$ cat config.mk
export PLATFORM = sky130hd
export DESIGN_NAME = cond_logic
export DESIGN_NICKNAME = d
export VERILOG_FILES = /design/src/rtl/cond_pkg.sv /design/src/rtl/cond_logic_check.sv /design/src/rtl/cond_logic.sv
export SDC_FILE = /design/constraint.sdc
export NUM_CORES = 1
export LEC_CHECK = 0
export BUFFER_PORTS_ARGS = -buffer_cell sky130_fd_sc_hd__buf_4
export CORE_AREA = 2 2 39 41
export CTS_BUF_LIST = sky130_fd_sc_hd__clkbuf_8 sky130_fd_sc_hd__clkbuf_16
export CTS_CLUSTER_SIZE = 28
export DETAILED_ROUTE_END_ITERATION = 16
export DIE_AREA = 0 0 41 43
export GPL_TIMING_DRIVEN = 1
export HOLD_SLACK_MARGIN = 0.15
export PLACE_DENSITY_LB_ADDON = 0.25
export SKIP_CTS_REPAIR_TIMING = 1
export SYNTH_ARGS = -nofsm -noshare
export SYNTH_HDL_FRONTEND = slang
export SYNTH_HIERARCHICAL = 1
export SYNTH_SLANG_ARGS = --single-unit
$ cat constraint.sdc
create_clock -name clk -period 2.5 [get_ports clk]
set_input_delay 0.5 -clock clk [delete_from_list [all_inputs] [get_ports clk]]
set_output_delay 0.5 -clock clk [all_outputs]
set_load 0.03 [all_outputs]
$ cat src/rtl/cond_pkg.sv
// Shared definitions for ARM-style condition evaluation: condition encodes and
// the NZCV bit positions used on the flag buses.
package cond_pkg;

    typedef enum logic [3:0] {
        EQ = 4'b0000,
        NE = 4'b0001,
        CS = 4'b0010,
        CC = 4'b0011,
        MI = 4'b0100,
        PL = 4'b0101,
        VS = 4'b0110,
        VC = 4'b0111,
        HI = 4'b1000,
        LS = 4'b1001,
        GE = 4'b1010,
        LT = 4'b1011,
        GT = 4'b1100,
        LE = 4'b1101,
        AL = 4'b1110,
        NV = 4'b1111
    } cond_e;

    localparam int FLAG_N = 0;
    localparam int FLAG_Z = 1;
    localparam int FLAG_C = 2;
    localparam int FLAG_V = 3;

    localparam int FLAGW_NZ = 1;
    localparam int FLAGW_CV = 0;

endpackage

$ cat src/rtl/cond_logic_check.sv
// Purely combinational condition evaluator: 4-bit condition field against a
// 4-bit NZCV flag vector. Kept standalone so branch prediction can reuse it.
module cond_check
    import cond_pkg::*;
(
    input  logic [3:0] cond,
    input  logic [3:0] flags,
    output logic       condex
);

    logic n, z, c, v;

    assign n = flags[FLAG_N];
    assign z = flags[FLAG_Z];
    assign c = flags[FLAG_C];
    assign v = flags[FLAG_V];

    always_comb begin
        condex = 1'b0;
        unique case (cond_e'(cond))
            EQ: condex = z;
            NE: condex = ~z;
            CS: condex = c;
            CC: condex = ~c;
            MI: condex = n;
            PL: condex = ~n;
            VS: condex = v;
            VC: condex = ~v;
            HI: condex = c & ~z;
            LS: condex = ~c | z;
            GE: condex = (n == v);
            LT: condex = (n != v);
            GT: condex = ~z & (n == v);
            LE: condex = z | (n != v);
            AL: condex = 1'b1;
            NV: condex = 1'b0;
            default: condex = 1'b0;
        endcase
    end

endmodule

$ cat src/rtl/cond_logic.sv
// Execute-stage condition unit: holds the NZCV flags, evaluates the condition
// field against them and gates the instruction's write enables.
module cond_logic
    import cond_pkg::*;
#(
    parameter logic [3:0] RESET_FLAGS = 4'b0000
) (
    input  logic       clk,
    input  logic       reset,
    input  logic       en,
    input  logic [3:0] Cond,
    input  logic [3:0] ALUFlags,
    input  logic [1:0] FlagW,
    input  logic       PCS,
    input  logic       RegW,
    input  logic       MemW,
    input  logic       NoWrite,
    output logic       PCSrc,
    output logic       RegWrite,
    output logic       MemWrite,
    output logic       CondEx,
    output logic       CondExR,
    output logic [3:0] Flags
);

    logic [3:0] flags_q;
    logic       condexr_q;
    logic       pass;

    // Decode always reads the stored flags, so a flag-setting instruction
    // sees the pre-update values in its own cycle.
    cond_check u_check (
        .cond   (Cond),
        .flags  (flags_q),
        .condex (CondEx)
    );

    assign pass     = en & CondEx;
    assign PCSrc    = pass & PCS;
    assign RegWrite = pass & RegW & ~NoWrite;
    assign MemWrite = pass & MemW;
    assign Flags    = flags_q;
    assign CondExR  = condexr_q;

    always_ff @(posedge clk) begin
        if (reset) begin
            flags_q   <= RESET_FLAGS;
            condexr_q <= 1'b0;
        end else if (en) begin
            condexr_q <= CondEx;
            if (CondEx && FlagW[FLAGW_NZ]) begin
                flags_q[FLAG_Z:FLAG_N] <= ALUFlags[FLAG_Z:FLAG_N];
            end
            if (CondEx && FlagW[FLAGW_CV]) begin
                flags_q[FLAG_V:FLAG_C] <= ALUFlags[FLAG_V:FLAG_C];
            end
        end
    end

endmodule
==> results of run 1 <==
Yosys cell counts, drive strengths merged:
| master | instances |
|---|---|
| inv | 1 |
| nand2 | 1 |
| nor3 | 1 |
| a311oi | 1 |
| xor2 | 3 |
| buf | 1 |
| nor3b | 1 |
| mux2i | 5 |
| o21ai | 1 |
| and3 | 4 |
| a21oi | 4 |
| nand2b | 10 |
| a2111oi | 1 |
| xnor2 | 1 |
| dfxtp | 5 |
| clkbuf | 1 |
| nor4b | 1 |
| o22ai | 1 |
| o22a | 1 |
| nor2b | 1 |
| a211oi | 1 |
| nor2 | 2 |
worst paths after layout:
check | end | slack [ps] | depth (start not counted)
worst max-delay path | RegWrite | 80 | 8
worst min-delay path | CondExR$_SDFFE_PP0P_ | 480 | 2
worst max register to register | Flags[1]$_SDFFE_PP0P_ | 640 | 8
worst min register to register | CondExR$_SDFFE_PP0P_ | 480 | 2
area by class of cell:
| class | instances | area share (%) |
|---|---|---|
| tap | 16 | 2.81 |
| timing repair buffer | 28 | 30.1 |
| sequential | 5 | 14.9 |
| clock buffer | 3 | 5.80 |
| inverter | 1 | 0.527 |
| clock inverter | 1 | 0.527 |
| multi-input combinational | 40 | 45.3 |
sequential cells by signal, indices dropped and copies added, names as in the netlist:
name     cells
Flags        4
CondExR      1
through the flow:
stage	worst slack (ps)	TNS (ps)
2_1_floorplan	-159	-212
3_3_place_gp	70.0	0
3_5_place_dp	45.0	0
4_1_cts	-54.8	-54.8
5_1_grt	-33.9	-33.9
6_report	84.2	0
where the power goes:
group / total (mW) / switching [mW] / internal (mW)
logic: 0.108 / 0.0520 / 0.0555
registers: 0.0890 / 0.00502 / 0.0839
clock network: 0.145 / 0.0400 / 0.105
cell families (layout without fill, tap and decap cells):
family / after synthesis / count (layout) / share of synthesized area, %
simple gates: 21 / 21 / 34.3
flops: 5 / 5 / 24.7
xor+xnor: 4 / 4 / 8.64
compound gates: 10 / 10 / 16.4
mux: 5 / 5 / 12.3
buf+inv: 3 / 33 / 3.70
worst max-delay path, cell delays in order (launching register included):
cell and delay [ps]:
sky130_fd_sc_hd__dfxtp_4 350, sky130_fd_sc_hd__xor2_2 190, sky130_fd_sc_hd__xor2_1 160, sky130_fd_sc_hd__a2111oi_2 310
sky130_fd_sc_hd__a311oi_1 90, sky130_fd_sc_hd__o22ai_2 160, sky130_fd_sc_hd__nand2_2 100, sky130_fd_sc_hd__nor3b_4 180
sky130_fd_sc_hd__buf_6 150
layer usage:
layer	up-vias	global-route usage, %	wire [microns]
li1	231	-	-
met5	-	0	0
met2	20	23.8	530
met4	0	9.33	34
met1	200	16.2	420
met3	4	2.09	78
==> results by group, run 1 <==
Run status
  – Status: complete, no violations

Hold path
  – Type of the tightest min-delay check: reg2reg
  – HP Start: CondExR$_SDFFE_PP0P_

Clock network
  – Root Buffer Master: sky130_fd_sc_hd__clkbuf_8
  – Largest buffer count on any clock path: 2
  – Clock-pin slew of the registers on the worst-case setup and hold paths: 30 ps
  – Number of H-tree levels: 1
  – Number of buffers created by CTS: 3
  – TritonCTS clock tree: done
  – CTS Sinks: 5
  – Clock latency reported for the late side of the worst-skew pair: 220 ps

Timing
  – Max Transition Viols Final: 0
  – Worst slew pin tran: 334 ps
  – RSZ-0062 raised after global routing: true
  – Fmax: 414 MHz
  – Normalized max-slew margin: 77.4%
  – WHS: 483 ps
  – Final-report setup violation count: 0
  – Shortest clock period the worst path allows after layout: 2420 ps
  – Hold Fails Final Rpt: 0
  – Share of the clock period used by the worst path after layout: 96.6%
  – Setup clock skew after layout: 2.38 ps

Final layout
  – Diodes inserted: 0
  – Design area: 712 sq um
  – Leading cell type in the layout, fill and taps excluded: sky130_fd_sc_hd__buf_4
  – Sequential cell area: 106 sq um
  – Final Util: 51.4%
  – Fraction of layout instances using a drive strength above 1: 55.1%
  – Area Growth Syn to Fin: 75.6%
  – Multi-input gate area: 323 sq um
  – Filler Cells Inserted: 145
  – Number of nets in the layout: 96
  – Top library cells by usage in the layout, fill and taps aside: sky130_fd_sc_hd__buf_4, sky130_fd_sc_hd__nand2b_1, sky130_fd_sc_hd__mux2i_1, sky130_fd_sc_hd__a21oi_1, sky130_fd_sc_hd__clkbuf_8
  – Count of placed standard cells in the final layout, fillers left out: 94

Place
  – DP HPWL: 782 microns
  – Placed instance count: 89
  – RD Place Congestion: 0.671
  – Count of port buffers added during placement: 25
  – Post-DP Area: 647 sq um

Power and ir drop
  – Max VDD drop: 0.000356 V
  – Power density of the placed cells: 480 mW/mm^2
  – Pleak: 0.322 nW
  – Power, Total: 342 uW

Logic synthesis
  – Synthesized netlist net count: 65
  – Area share of the leading cell type in the synthesized netlist: 24.7%
  – Largest area contributor in the netlist: sky130_fd_sc_hd__dfxtp_1
  – Count of yosys warnings during synthesis: 6
  – Post-synthesis cell area: 405 sq um
  – Part of the Yosys area used for sequential elements: 24.7%
  – Number of register bits inferred by synthesis: 5
  – Synthesized instance count: 48
  – Ranking of synthesized cells by area: sky130_fd_sc_hd__dfxtp_1, sky130_fd_sc_hd__nand2b_1, sky130_fd_sc_hd__mux2i_1
  – Mean Syn Cell Area: 8.45 sq um
  – Distinct cells, synth: 23

Global routing
  – Number of antenna violations at the first check in global routing: 0
  – Grt total ovfl: 0
  – Pin count of the biggest net entering global routing: 10
  – Wire length of the first global-routing pass: 1.73 mm
  – Via count of the first global-routing pass: 424
  – Global router's overall resource usage: 14.5%

Critical path
  – Source of the worst register-to-register timing path: Flags[3]$_SDFFE_PP0P_
  – Crit-path max FO: 4
  – Crit path launch type: register
  – WP data arrival: 1920 ps
  – Req. time, crit path: 2000 ps
  – First element of the critical path: Flags[3]$_SDFFE_PP0P_
  – Crit path capture type: primary output
  – Critical path class: reg2out

Route
  – First-pass DRT Iterations: 4
  – Detailed router's first-iteration violation count: 2
  – Ratio of routed vias to standard cells: 4.84
  – Routed vias: 455
  – Final wirelength: 1.06 mm
  – # DRC: 0
  – Average wire per standard cell: 11.3 microns
  – Routed Antenna Nets: 0

Floorplanning
  – IO Count: 26
  – Initial Utilization: 29.3%
  – Area of the core: 0.00138 sq mm
  – Die area: 0.00176 sq mm
  – Vert. Die Dim: 43 microns
  – Floorplan row count: 14
  – Die width: 41 microns

Run
  – Max-cap viol count: 0
Power figures use the tool's default switching activity.
==> inputs of run 2 (changes only) <==
==> constraint.sdc (replaced) <==
create_clock -name clk -period 2.6 [get_ports clk]
set_input_delay 0.52 -clock clk [delete_from_list [all_inputs] [get_ports clk]]
set_output_delay 0.52 -clock clk [all_outputs]
set_load 0.03 [all_outputs]
==> run 2 against run 1 <==
  * Global-route usage is 1.7 points lower
  * Die area stayed put
  * Routed wire length shrank 5.8%
  * Combinational power fell by 5%
  * Sequential share of layout area is 0.31 points higher
  * Register-to-register slack barely moved
  * Final area is 0.88% lower
  * Clock-buffer cell count unchanged
  * Sequential cell count is the same
  * Critical path depth unchanged
  * Highest routed layer is now met3
  * Clock skew about the same
  * Setup slack improved by 45 ps
==> results by group, run 2 (synthesis results as in run 1) <==
Run status
  – Status: complete, no violations

Power and ir drop
  – Seq pwr share: 25.9% (about the same)
  – Max VDD drop: 0.000287 V (-19%)
  – Pleak: 0.317 nW (-1.4%)
  – Power density of the placed cells: 462 mW/mm^2 (-3.7%)
  – Internal Dissipation: 234 uW (-4.2%)
  – Portion of total power attributed to the clock network: 42.6% (about the same)
  – Fraction of power spent switching nets: 28.1% (-0.29 points)
  – Net load switching power: 91.7 uW (-5.5%)
  – Combinational share of power: 31.4% (about the same)

Hold path
  – HP Start: CondExR$_SDFFE_PP0P_
  – Type of the tightest min-delay check: reg2reg

Clock network
  – TritonCTS clock tree: done
  – Number of H-tree levels: 1 (unchanged)
  – Largest buffer count on any clock path: 2 (unchanged)
  – CTS Sinks: 5 (unchanged)
  – Clock-pin slew of the registers on the worst-case setup and hold paths: 40 ps (about the same)
  – Root Buffer Master: sky130_fd_sc_hd__clkbuf_8
  – Clock latency reported for the late side of the worst-skew pair: 220 ps (about the same)
  – Number of buffers created by CTS: 3 (unchanged)

Final layout
  – Final Util: 51.0% (-0.45 points)
  – Top library cells by usage in the layout, fill and taps aside: sky130_fd_sc_hd__buf_4, sky130_fd_sc_hd__nand2b_1, sky130_fd_sc_hd__mux2i_1, sky130_fd_sc_hd__a21oi_1
  – Fraction of layout instances using a drive strength above 1: 53.2% (-1.9 points)
  – Leading cell type in the layout, fill and taps excluded: sky130_fd_sc_hd__buf_4
  – Filler Cells Inserted: 152 (+4.8%)
  – Multi-input gate area: 323 sq um (unchanged)
  – Flip-flop count of the largest register, all copies and words added: 4 (unchanged)
  – Area Growth Syn to Fin: 74.1%
  – Sequential cell area: 108 sq um (+1.2%)
  – Count of placed standard cells in the final layout, fillers left out: 93 (-1.1%)
  – Diodes inserted: 0 (unchanged)
  – Number of nets in the layout: 95 (-1.0%)

Floorplanning
  – Area of the core: 0.00138 sq mm (unchanged)
  – Die width: 41 microns (unchanged)
  – Initial Utilization: 29.3% (unchanged)
  – Die area: 0.00176 sq mm (unchanged)
  – Floorplan row count: 14 (unchanged)
  – Vert. Die Dim: 43 microns (unchanged)
  – IO Count: 26 (unchanged)

Run
  – Max-cap viol count: 0 (unchanged)

Timing
  – Fmax: 405 MHz
  – Total negative slack: 0 ps (unchanged)
  – Shortest clock period the worst path allows after layout: 2470 ps
  – Hold Fails Final Rpt: 0 (unchanged)
  – Setup clock skew after layout: 2.03 ps (-0.351 ps)
  – WHS: 475 ps (-7.73 ps)
  – Normalized max-slew margin: 78.9% (+1.5 points)
  – Final-report setup violation count: 0 (unchanged)
  – Max Transition Viols Final: 0 (unchanged)
  – Worst slew pin tran: 312 ps (-22.7 ps)
  – Share of the clock period used by the worst path after layout: 95.0%
  – RSZ-0062 raised after global routing: false

Route
  – First-pass DRT Iterations: 1 (-3)
  – # DRC: 0 (unchanged)
  – Final wirelength: 1.00 mm (-5.8%)
  – Routed vias: 434 (-4.6%)
  – Average wire per standard cell: 10.8 microns (-4.8%)
  – Detailed router's first-iteration violation count: 0 (-2)
  – Routed Antenna Nets: 0 (unchanged)
  – Ratio of routed vias to standard cells: 4.67 (-3.6%)

Critical path
  – Crit path capture type: primary output
  – Buffers and inverters on the worst path: 1 (unchanged)
  – Critical path class: reg2out
  – Source of the worst register-to-register timing path: Flags[3]$_SDFFE_PP0P_
  – Req. time, crit path: 2080 ps (+80 ps)
  – First element of the critical path: Flags[3]$_SDFFE_PP0P_
  – Delay contributed by the slowest stage of the critical path: 350 ps (about the same)
  – Crit-path slowest cell: sky130_fd_sc_hd__dfxtp_4
  – Cell-by-cell listing of the critical path: xor2_2 -> xor2_1 -> a2111oi_2 -> a311oi_1 -> o22ai_2 -> nand2_2 -> nor3b_4 -> buf_6
  – Crit-path max FO: 4 (unchanged)
  – WP data arrival: 1950 ps (+30 ps)
  – Cell family with most CP delay: compound AO/OA/AOI/OAI gates
  – Crit path launch type: register

Global routing
  – Grt total ovfl: 0 (unchanged)
  – Met1 Resource Use GR: 15.8% (-0.48 points)
  – Pin count of the biggest net entering global routing: 10 (unchanged)
  – Number of antenna violations at the first check in global routing: 0 (unchanged)
  – Gr busiest metal: met2
  – Via count of the first global-routing pass: 371 (-13%)
  – Met3 demand-to-capacity share in global routing: 1.57% (-0.52 points)
  – Global router's overall resource usage: 12.9% (-1.7 points)
  – Met2 layer usage reported by global route: 19.1% (-4.7 points)
  – Wire length of the first global-routing pass: 1.52 mm (-12%)

Place
  – DP HPWL: 810 microns (+3.6%)
  – Placed instance count: 88 (-1.1%)
  – Count of port buffers added during placement: 25 (unchanged)
  – RD Place Congestion: 0.692 (+3.1%)
run 2: path summary, 6_finish.rpt:
path,slack (ps),to,depth (start not counted)
worst max-delay path,130,RegWrite,8
worst min-delay path,480,CondExR$_SDFFE_PP0P_,2
worst max register to register,630,Flags[1]$_SDFFE_PP0P_,9
worst min register to register,480,CondExR$_SDFFE_PP0P_,2
run 2: through the flow:
step / setup WS [ps] / power [mW] / area, sq um
global placement: 38.5 / 0.184 / 632
CTS: -125 / 0.328 / 677
floorplan: -104 / 0.144 / 435
finish: 129 / 0.326 / 706
detailed placement: 27.3 / 0.185 / 632
global route: 32.8 / 0.341 / 706
run 2: routing by layer:
layer	vias to the layer above	wire, microns
li1	227	-
met1	192	417
met2	15	522
met3	0	62
met4	0	0
met5	-	0
run 2: power by group through the flow:
| stage | Combinational, mW | Clock, mW | Sequential (mW) |
|---|---|---|---|
| final | 0.103 | 0.139 | 0.0846 |
| after floorplan | 0.0508 | 0 | 0.0932 |
| after detailed placement | 0.0981 | 0 | 0.0867 |
| after global placement | 0.0972 | 0 | 0.0865 |
| after CTS | 0.0984 | 0.144 | 0.0856 |
| after global routing | 0.110 | 0.146 | 0.0854 |
run 2: worst reg2reg max path, cell delays in order, from the launching register on:
cell	delay [ps]
sky130_fd_sc_hd__dfxtp_4	350
sky130_fd_sc_hd__xor2_2	220
sky130_fd_sc_hd__xor2_1	200
sky130_fd_sc_hd__a2111oi_2	90
sky130_fd_sc_hd__a311oi_1	300
sky130_fd_sc_hd__o22ai_2	150
sky130_fd_sc_hd__buf_4	170
sky130_fd_sc_hd__buf_4	120
sky130_fd_sc_hd__and3_4	150
sky130_fd_sc_hd__mux2i_1	110
run 2: area by class of cell:
class / instances / area share [%]
Tap cell: 16 / 2.84
Inverter: 1 / 0.532
Sequential cell: 5 / 15.2
Multi-Input combinational cell: 40 / 45.7
Clock buffer: 3 / 5.85
Timing Repair Buffer: 27 / 29.3
Clock inverter: 1 / 0.532
